===== config.mk =====
export PLATFORM = sky130hd
export DESIGN_NAME = pid_trigger_gate
export DESIGN_NICKNAME = d
export VERILOG_FILES = /design/src/rtl/pid_trig_pkg.sv /design/src/rtl/pid_prescaler.sv /design/src/rtl/pid_trigger_gate.sv
export SDC_FILE = /design/constraint.sdc
export NUM_CORES = 1
export LEC_CHECK = 0
export CORE_MARGIN = 2
export CORE_UTILIZATION = 50
export DETAILED_ROUTE_END_ITERATION = 10
export GPL_ROUTABILITY_DRIVEN = 0
export HOLD_SLACK_MARGIN = 0.02
export PLACE_DENSITY = 0.71
export SLEW_MARGIN = 10
export SYNTH_ARGS = -nofsm -noshare
export SYNTH_HDL_FRONTEND = slang
export SYNTH_SLANG_ARGS = --single-unit

===== constraint.sdc =====
create_clock -name clk -period 3.8 [get_ports clk]
set_clock_uncertainty 0.15 [all_clocks]
set_input_delay 0.76 -clock clk [delete_from_list [all_inputs] [get_ports clk]]
set_output_delay 0.76 -clock clk [all_outputs]
set_load 0.02 [all_outputs]

===== src/rtl/pid_trig_pkg.sv =====
// Shared types and constants for the PID trigger gate: FSM states,
// trigger-type codes, local-bus register offsets and CTRL bit positions.
package pid_trig_pkg;

    typedef enum logic [1:0] {
        IDLE = 2'd0,
        FIRE = 2'd1,
        DEAD = 2'd2
    } state_t;

    localparam logic [1:0] TT_NONE = 2'b00;
    localparam logic [1:0] TT_E    = 2'b01;
    localparam logic [1:0] TT_P    = 2'b10;
    localparam logic [1:0] TT_M    = 2'b11;

    localparam logic [7:0] OFS_CTRL     = 8'd0;
    localparam logic [7:0] OFS_PRESCALE = 8'd1;
    localparam logic [7:0] OFS_DEADTIME = 8'd2;
    localparam logic [7:0] OFS_RAW_E    = 8'd3;
    localparam logic [7:0] OFS_RAW_P    = 8'd4;
    localparam logic [7:0] OFS_RAW_M    = 8'd5;
    localparam logic [7:0] OFS_ACC      = 8'd6;

    localparam int CTRL_EN_E = 0;
    localparam int CTRL_EN_P = 1;
    localparam int CTRL_EN_M = 2;
    localparam int CTRL_CLR  = 3;

    // Scalers stick at all-ones instead of wrapping back to zero.
    function automatic logic [31:0] sat_inc(input logic [31:0] v);
        return (v == 32'hFFFF_FFFF) ? v : v + 32'd1;
    endfunction

endpackage


===== src/rtl/pid_prescaler.sv =====
// Per-species prescaler: flags a trigger candidate on one of every N+1
// enabled hits seen while the gate is idle.
module pid_prescaler (
    input  logic       clk,
    input  logic       rst,
    input  logic       hit,
    input  logic       en,
    input  logic       idle,
    input  logic [7:0] n,
    input  logic       zero,
    output logic       cand
);

    logic [7:0] pc;
    logic       take;

    assign take = idle & hit & en;
    assign cand = take & (pc == 8'd0);

    // Countdown reloads to N on an accepted hit; a PRESCALE write restarts it.
    always_ff @(posedge clk) begin
        if (rst) begin
            pc <= 8'd0;
        end else if (zero) begin
            pc <= 8'd0;
        end else if (take) begin
            pc <= (pc == 8'd0) ? n : pc - 8'd1;
        end
    end

endmodule


===== src/rtl/pid_trigger_gate.sv =====
// PID trigger gate: ORs per-channel E/P/M matches, applies enable and
// prescale, fires one trigger per event followed by a fixed deadtime,
// and exposes control registers and scalers on the local bus.
module pid_trigger_gate #(
    parameter int          NCH      = 8,
    parameter logic [7:0]  BASE     = 8'h80,
    parameter logic [15:0] DEAD_DEF = 16'd10
) (
    input  logic           clk,
    input  logic           rst,
    input  logic [NCH-1:0] Electron,
    input  logic [NCH-1:0] Pion,
    input  logic [NCH-1:0] Muon,
    input  logic [31:0]    DataIn,
    input  logic [7:0]     Address,
    input  logic           Read,
    input  logic           Write,
    output logic [31:0]    DataOut,
    output logic           Trigger,
    output logic [1:0]     TrigType,
    output logic           Busy
);
    import pid_trig_pkg::*;

    logic        hit_e, hit_p, hit_m;
    logic [7:0]  ofs;
    logic        wr_ctrl, wr_pre, wr_dead, scaler_clr;
    logic [2:0]  ctrl_en;
    logic [23:0] prescale;
    logic [15:0] deadtime;
    logic [31:0] raw_e, raw_p, raw_m, acc;
    logic        cand_e, cand_p, cand_m, idle;
    state_t      state, state_nx;
    logic [15:0] dc, dc_nx;
    logic [1:0]  tt_nx;
    logic        unused_bits;

    assign ofs        = Address - BASE;
    assign wr_ctrl    = Write && (ofs == OFS_CTRL);
    assign wr_pre     = Write && (ofs == OFS_PRESCALE);
    assign wr_dead    = Write && (ofs == OFS_DEADTIME);
    assign scaler_clr = wr_ctrl && DataIn[CTRL_CLR];
    assign unused_bits = ^DataIn[31:24];

    assign idle    = (state == IDLE);
    assign Trigger = (state == FIRE);
    assign Busy    = (state != IDLE);

    // Stage-1 register: one hit per species per cycle, any channel.
    always_ff @(posedge clk) begin
        if (rst) begin
            hit_e <= 1'b0;
            hit_p <= 1'b0;
            hit_m <= 1'b0;
        end else begin
            hit_e <= |Electron;
            hit_p <= |Pion;
            hit_m <= |Muon;
        end
    end

    // Writable control registers; the clear bit is a strobe and is not stored.
    always_ff @(posedge clk) begin
        if (rst) begin
            ctrl_en  <= 3'b111;
            prescale <= 24'd0;
            deadtime <= DEAD_DEF;
        end else begin
            if (wr_ctrl) ctrl_en  <= DataIn[2:0];
            if (wr_pre)  prescale <= DataIn[23:0];
            if (wr_dead) deadtime <= DataIn[15:0];
        end
    end

    // Raw and accepted scalers; a clear strobe beats a same-edge increment.
    always_ff @(posedge clk) begin
        if (rst || scaler_clr) begin
            raw_e <= 32'd0;
            raw_p <= 32'd0;
            raw_m <= 32'd0;
            acc   <= 32'd0;
        end else begin
            if (hit_e)           raw_e <= sat_inc(raw_e);
            if (hit_p)           raw_p <= sat_inc(raw_p);
            if (hit_m)           raw_m <= sat_inc(raw_m);
            if (state == FIRE)   acc   <= sat_inc(acc);
        end
    end

    pid_prescaler u_pre_e (
        .clk(clk), .rst(rst), .hit(hit_e), .en(ctrl_en[CTRL_EN_E]), .idle(idle),
        .n(prescale[7:0]), .zero(wr_pre), .cand(cand_e)
    );

    pid_prescaler u_pre_p (
        .clk(clk), .rst(rst), .hit(hit_p), .en(ctrl_en[CTRL_EN_P]), .idle(idle),
        .n(prescale[15:8]), .zero(wr_pre), .cand(cand_p)
    );

    pid_prescaler u_pre_m (
        .clk(clk), .rst(rst), .hit(hit_m), .en(ctrl_en[CTRL_EN_M]), .idle(idle),
        .n(prescale[23:16]), .zero(wr_pre), .cand(cand_m)
    );

    // FSM state, deadtime counter and last-accepted species.
    always_ff @(posedge clk) begin
        if (rst) begin
            state    <= IDLE;
            dc       <= 16'd0;
            TrigType <= TT_NONE;
        end else begin
            state    <= state_nx;
            dc       <= dc_nx;
            TrigType <= tt_nx;
        end
    end

    // Next-state logic: M beats P beats E; deadtime is sampled once in FIRE.
    always_comb begin
        state_nx = state;
        dc_nx    = dc;
        tt_nx    = TrigType;
        case (state)
            IDLE: begin
                if (cand_m) begin
                    state_nx = FIRE;
                    tt_nx    = TT_M;
                end else if (cand_p) begin
                    state_nx = FIRE;
                    tt_nx    = TT_P;
                end else if (cand_e) begin
                    state_nx = FIRE;
                    tt_nx    = TT_E;
                end
            end
            FIRE: begin
                if (deadtime == 16'd0) begin
                    state_nx = IDLE;
                end else begin
                    dc_nx    = deadtime;
                    state_nx = DEAD;
                end
            end
            DEAD: begin
                dc_nx = dc - 16'd1;
                if (dc <= 16'd1) state_nx = IDLE;
            end
            default: state_nx = IDLE;
        endcase
    end

    // Combinational read mux; idle bus returns zero so outputs can be OR-ed.
    always_comb begin
        DataOut = 32'd0;
        if (Read) begin
            case (ofs)
                OFS_CTRL:     DataOut = {29'd0, ctrl_en};
                OFS_PRESCALE: DataOut = {8'd0, prescale};
                OFS_DEADTIME: DataOut = {16'd0, deadtime};
                OFS_RAW_E:    DataOut = raw_e;
                OFS_RAW_P:    DataOut = raw_p;
                OFS_RAW_M:    DataOut = raw_m;
                OFS_ACC:      DataOut = acc;
                default:      DataOut = 32'd0;
            endcase
        end
    end

endmodule


Word-level counts from Yosys, hierarchy flattened
Index checks and enable logic that the tools add are counted.
W data, S select, Z words.
Cells by class
  $add $sub $neg: 9
  equality and inequality tests: 15
  bitwise operators: 13
  magnitude comparators: 1
  reduce and logical (&&, ||, !) cells: 25
  multiplexer cells: 15
Operators by type and width (count)
  $pmux W32 S7: 1
  $add A32 B1 Y32 const B: 4
  $eq A32 B32 Y1 const B: 4
  $logic_not A8 Y1: 4
  $mux W32: 1
  $pmux W16 S2: 1
  $eq A8 B3 Y1 const B: 3
  $mux W8: 3
  $reduce_or A8 Y1: 3
  $sub A8 B1 Y8 const B: 3
  $eq A8 B2 Y1 const B: 2
  $le A16 B1 Y1 const B: 1
  $logic_not A16 Y1: 1
  $mux W16: 1
  $sub A16 B1 Y16 const B: 1
  $mux W2: 7
  $reduce_and A2 Y1: 7
  $and A1 B1 Y1: 9
  $eq A8 B1 Y1 const B: 1
  $sub A8 B8 Y8 const B: 1
  $pmux W2 S3: 1
  $logic_and A1 B1 Y1: 4
  $ne A2 B2 Y1 const B: 2
  $ne A4 B4 Y1 const B: 1
  8 further kinds: 12
Word-level totals
  output and inout bits: 36
  word-level logic and storage cells: 94
  input port bits: 68
  flip-flop bits (word level): 218

Depth between registers and ports, before layout
  depth after elaboration: 8
  gate-level depth with buffers: 8
  depth with buffers taken out: 7

Hierarchy
Synthesis repeated with hierarchy kept, for this count alone.
Unflattened totals
  cells, all modules: 1511
  area total of the unflattened synthesis: 12005.3 µm²
By module, submodules not included
  pid_trigger_gate: area each 10447.5 µm², times used 1, cells an instance 1319, sequential area each 3883.7 µm²
  pid_prescaler: area each 519.2 µm², times used 3, cells an instance 64, sequential area each 160.2 µm²

Worst setup path before layout
OpenSTA, ideal clock, no wires.
  path kind: in2out
  start point: input Address[5]
  end point: output DataOut[2]
  cell stages on the path: 7
  data arrival time: 2664 ps
  buffers on the path: 2
  data required time: 2890 ps
  slack: 226 ps
  cell sequence: or4b_1 > nor2_1 > and3_1 > clkbuf_1 > buf_2 > a22oi_1 > a31oi_1
Between the ends
  longest elaborated chain between the ends: 4
  elaborated cells on any way between the ends: 10
  those cells by class: add/sub: 1; eq/ne: 6; mux: 2; reduce/logical: 1
Ends and longest elaborated chain
  start, declared: RTL line pid_trigger_gate.sv:15  | input logic [7:0] Address,
  $sub A8 B8 Y8 *: RTL line pid_trigger_gate.sv:38  | assign ofs = Address - BASE;
  $eq A8 B3 Y1, or another cell as far along: RTL line pid_trigger_gate.sv:156  | case (ofs)
  $pmux W32 S7 *: RTL line pid_trigger_gate.sv:156
  $mux W32 *: RTL line pid_trigger_gate.sv:155  | if (Read) begin
  end, declared: RTL line pid_trigger_gate.sv:18  | output logic [31:0] DataOut,
Every way passes the cells marked *; elsewhere a longest branch is shown, timed or not.

Worst setup path in the final report
  start point: input Address[0]
  end point: output DataOut[15]
The elaborated chain is that of the path after synthesis.

==> flow_summary_export.csv <==
group,metric,value,unit
grt,grt_first_pass_wirelength,61800,um
min_path,hp-class,"flip-flop to flip-flop",
worst_setup_path,cp-end-kind,"output port",
grt,grt_overflow_total,0,
worst_setup_path,start_kind,"primary input",
yosys,synth.distinct_cells,70,
cells_and_area,drive_gt1_share,11.3,%
grt,grt.total_usage,31.1,%
pwr,combPwrFrac,22.9,%
clock_tree,clk_latency,0.54,ns
pwr,cellPowerDensity,499,nW/um^2
worst_setup_path,crit_path_max_fanout,13,
timing,slew_headroom,29.3,%
pwr,power_frac_seq,37.2,%
timing,finalCritPeriodShare,97.1,%
route,wl,39600,um
timing,setup_violations,0,
clock_tree,root_buffer,"clkbuf_16",
worst_setup_path,worstPathRequired,2.89,ns
yosys,synth.top_cell.area_share,36.8,%
placement,dp_slack,-0.811,ns
placement,placed_area,13400,um^2
yosys,yosys_warnings,0,
floorplanning,core,23400,um^2
cells_and_area,fin_util,61.5,%
yosys,synth_area_leaders,"dfxtp_1 37%, a21oi_1 7.2%, nand2_1 6.4%",
clock_tree,clock_sinks,218,
floorplanning,die_area,25000,um^2
grt,met2_usage,48.5,%
route,via_per_inst,6.35,
min_path,min_path_cells,2,
timing,tightest_slew,1.05,ns
yosys,ys_ff_latch,218,
yosys,synth_nets,1601,
route,drt_iter0_markers,1490,
route,ant_nets,0,
placement,hpwl,28400,um
pwr,p_switching,2.28,mW
flow_run,maxCapViolCount,0,
grt,grt_pass1_vias,11200,
timing,min_period,3.69,ns
clock_tree,cts-buffers-inserted,26,
cells_and_area,fill_cells,2122,
worst_setup_path,worstPathArrival,2.78,ns
pwr,leakagePower,4.80,nW
timing,drv_slew,0,
clock_tree,cts_max_level,1,
clock_tree,cts_tree,"yes",
timing,setup_slack,0.109,ns
clock_tree,cts_buffer_depth,3,
timing,rsz0062_at_grt,"false",
worst_setup_path,critPathKind,"primary input to output port",
route,via_count,12400,
grt,grt_max_degree,61,
yosys,synth-async-reset-ratio,0,%
cells_and_area,fin_area,14400,um^2
placement,port_buffers,95,
route,drcViolationCount,0,
cells_and_area,syn_to_final_growth,21.4,%
grt,busiest_layer,"met2",
floorplanning,rows,56,
cells_and_area,fin_nets,1695,
clock_tree,clkTransAtPathRegs,0.06,ns
timing,fmax,271,MHz
grt,met1_usage,43.2,%
cells_and_area,n_antenna_cell,0,
yosys,yosysTopAreaCell,"dfxtp_1",
route,wl_per_cell,20.3,um
timing,final_hold_viol_count,0,
worst_setup_path,rr_worst_depth,5,
timing,hold_ws,0.325,ns
floorplanning,fp.dieW,158,um
yosys,yosys_most_used_dff,"dfxtp_1",
floorplanning,start_util,50.7,%
route,firstDrtPassIters,6,
pwr,p_total,7.19,mW
grt,grt_use_met3,5.39,%
floorplanning,dieHeight,158,um
yosys,avgSynthCellArea,7.80,um^2
pwr,power.share.switching,31.7,%
pwr,internal_power,4.90,mW
yosys,synthCells,1521,
yosys,syn_area,11900,um^2
pwr,clock_power_share,39.9,%
pwr,ir_worst_vdd,0.000338,V
outcome,outcome,"complete, no violations",
yosys,synth_edf_count,0,
grt,grt_antenna_before_repair,0,
yosys,ys_seq_area_share,36.8,%
floorplanning,ios,104,
-- what timing repair did --
item / in CTS / in global routing
setup endpoints to repair: 32 / 24
hold buffers: 0 / 0
hold endpoints to repair: 0 / 0
setup buffers: 2 / 0
gates cloned: 2 / 1
pin swaps: 15 / 6
resized for setup: 142 / 8
-- final cells by class --
type	count	area [um^2]	area share, %
Multi-Input combinational cell	1182	7070	49.1
Sequential cell	218	4360	30.3
Inverter	27	101	0.704
Tap cell	319	399	2.77
Clock inverter	15	262	1.82
Timing Repair Buffer	160	1490	10.3
Clock buffer	33	718	4.99
-- synth_stat cells, drive strengths merged (10+ instances only) --
| cell type | n |
|---|---|
| or4 | 31 |
| a22oi | 47 |
| o211ai | 15 |
| and4 | 18 |
| o31ai | 23 |
| dfxtp | 218 |
| nand3 | 76 |
| a211oi | 12 |
| and2 | 15 |
| nand2 | 201 |
| a21oi | 170 |
| mux2 | 10 |
| mux2i | 32 |
| a31oi | 21 |
| ha | 12 |
| clkbuf | 59 |
| nor2 | 114 |
| xnor2 | 30 |
| nand4 | 55 |
| inv | 25 |
| a221oi | 23 |
| nand2b | 19 |
| or3 | 42 |
| and3 | 25 |
| nor4 | 38 |
| nor3 | 33 |
| buf | 35 |
| o21ai | 54 |
-- through the flow --
stage          TNS [ns]  cells
3_3_place_gp     -18.42   1902
4_1_cts               0   1953
6_report              0   1954
3_5_place_dp     -19.72   1902
5_1_grt               0   1954
2_1_floorplan         0   1521
-- critical path: stages --
cell and delay, ns:
clkdlybuf4s50_1 0.64, buf_4 0.29, mux2i_1 0.30, nor2_1 0.15, a221oi_1 0.31, a21oi_1 0.15
buf_2 0.18
-- sequential cells by signal, indices dropped and copies added, names as in the netlist --
register,cells
dc,16
ctrl_en,3
u_pre_m.pc,8
acc,32
state,2
raw_p,32
prescale,24
hit_e,1
TrigType,2
raw_m,32
hit_m,1
raw_e,32
u_pre_p.pc,8
u_pre_e.pc,8
deadtime,16
hit_p,1
-- power by group through the flow --
| stage | clock, mW | sequential [mW] | combinational, mW |
|---|---|---|---|
| 6_report | 2.87 | 2.67 | 1.65 |
| 5_1_grt | 2.97 | 2.70 | 1.86 |
| 4_1_cts | 2.88 | 2.66 | 1.62 |
| 3_5_place_dp | 0 | 2.71 | 1.61 |
| 3_3_place_gp | 0 | 2.70 | 1.56 |
| 2_1_floorplan | 0 | 2.65 | 1.21 |
-- cell families after synthesis --
| kind of cell | share of synthesized area, % |
|---|---|
| AND/OR/NAND/NOR | 30.1 |
| buffers and inverters | 4.34 |
| AO/OA/AOI/OAI | 21.2 |
| multiplexers | 3.65 |
| flip-flops | 36.8 |
| XOR/XNOR | 2.66 |
| adder cells (fa/ha/maj) | 1.27 |
-- worst paths after layout --
check / slack, ns / end / start
max: 0.11 / DataOut[15] / Address[0]
min: 0.33 / u_pre_e.pc[1]$_SDFFE_PP0N_ / u_pre_e.pc[1]$_SDFFE_PP0N_
max reg2reg: 0.88 / acc[4]$_SDFFE_PP0P_ / acc[20]$_SDFFE_PP0P_
min reg2reg: 0.33 / u_pre_e.pc[1]$_SDFFE_PP0N_ / u_pre_e.pc[1]$_SDFFE_PP0N_
-- per-layer routing --
| layer | wire length (um) | part of all wire, % |
|---|---|---|
| met1 | 16800 | 42 |
| met2 | 17500 | 44 |
| met3 | 3810 | 9.6 |
| met4 | 1540 | 3.9 |
| met5 | 0 | 0 |
-- placed cells by master, fill, tap and decap left out, types with 23 or more instances in the layout --
cell type        Yosys  routed
nor4_1              36      36
a22oi_1             47      47
or4_1               30      30
dfxtp_1            218     218
buf_4                6      55
nand2_1            201     201
a21oi_1            170     167
clkdlybuf4s50_1      0      57
xnor2_1             30      30
and3_1              25      23
nor3_1              33      32
inv_1               25      25
nand4_1             53      53
or3_1               41      41
o21ai_0             53      53
a221oi_1            23      23
buf_2               27      26
clkbuf_16            0      28
nor2_1             114     113
mux2i_1             32      32
nand3_1             75      74
No activity file was read; power rests on OpenSTA's default activity.
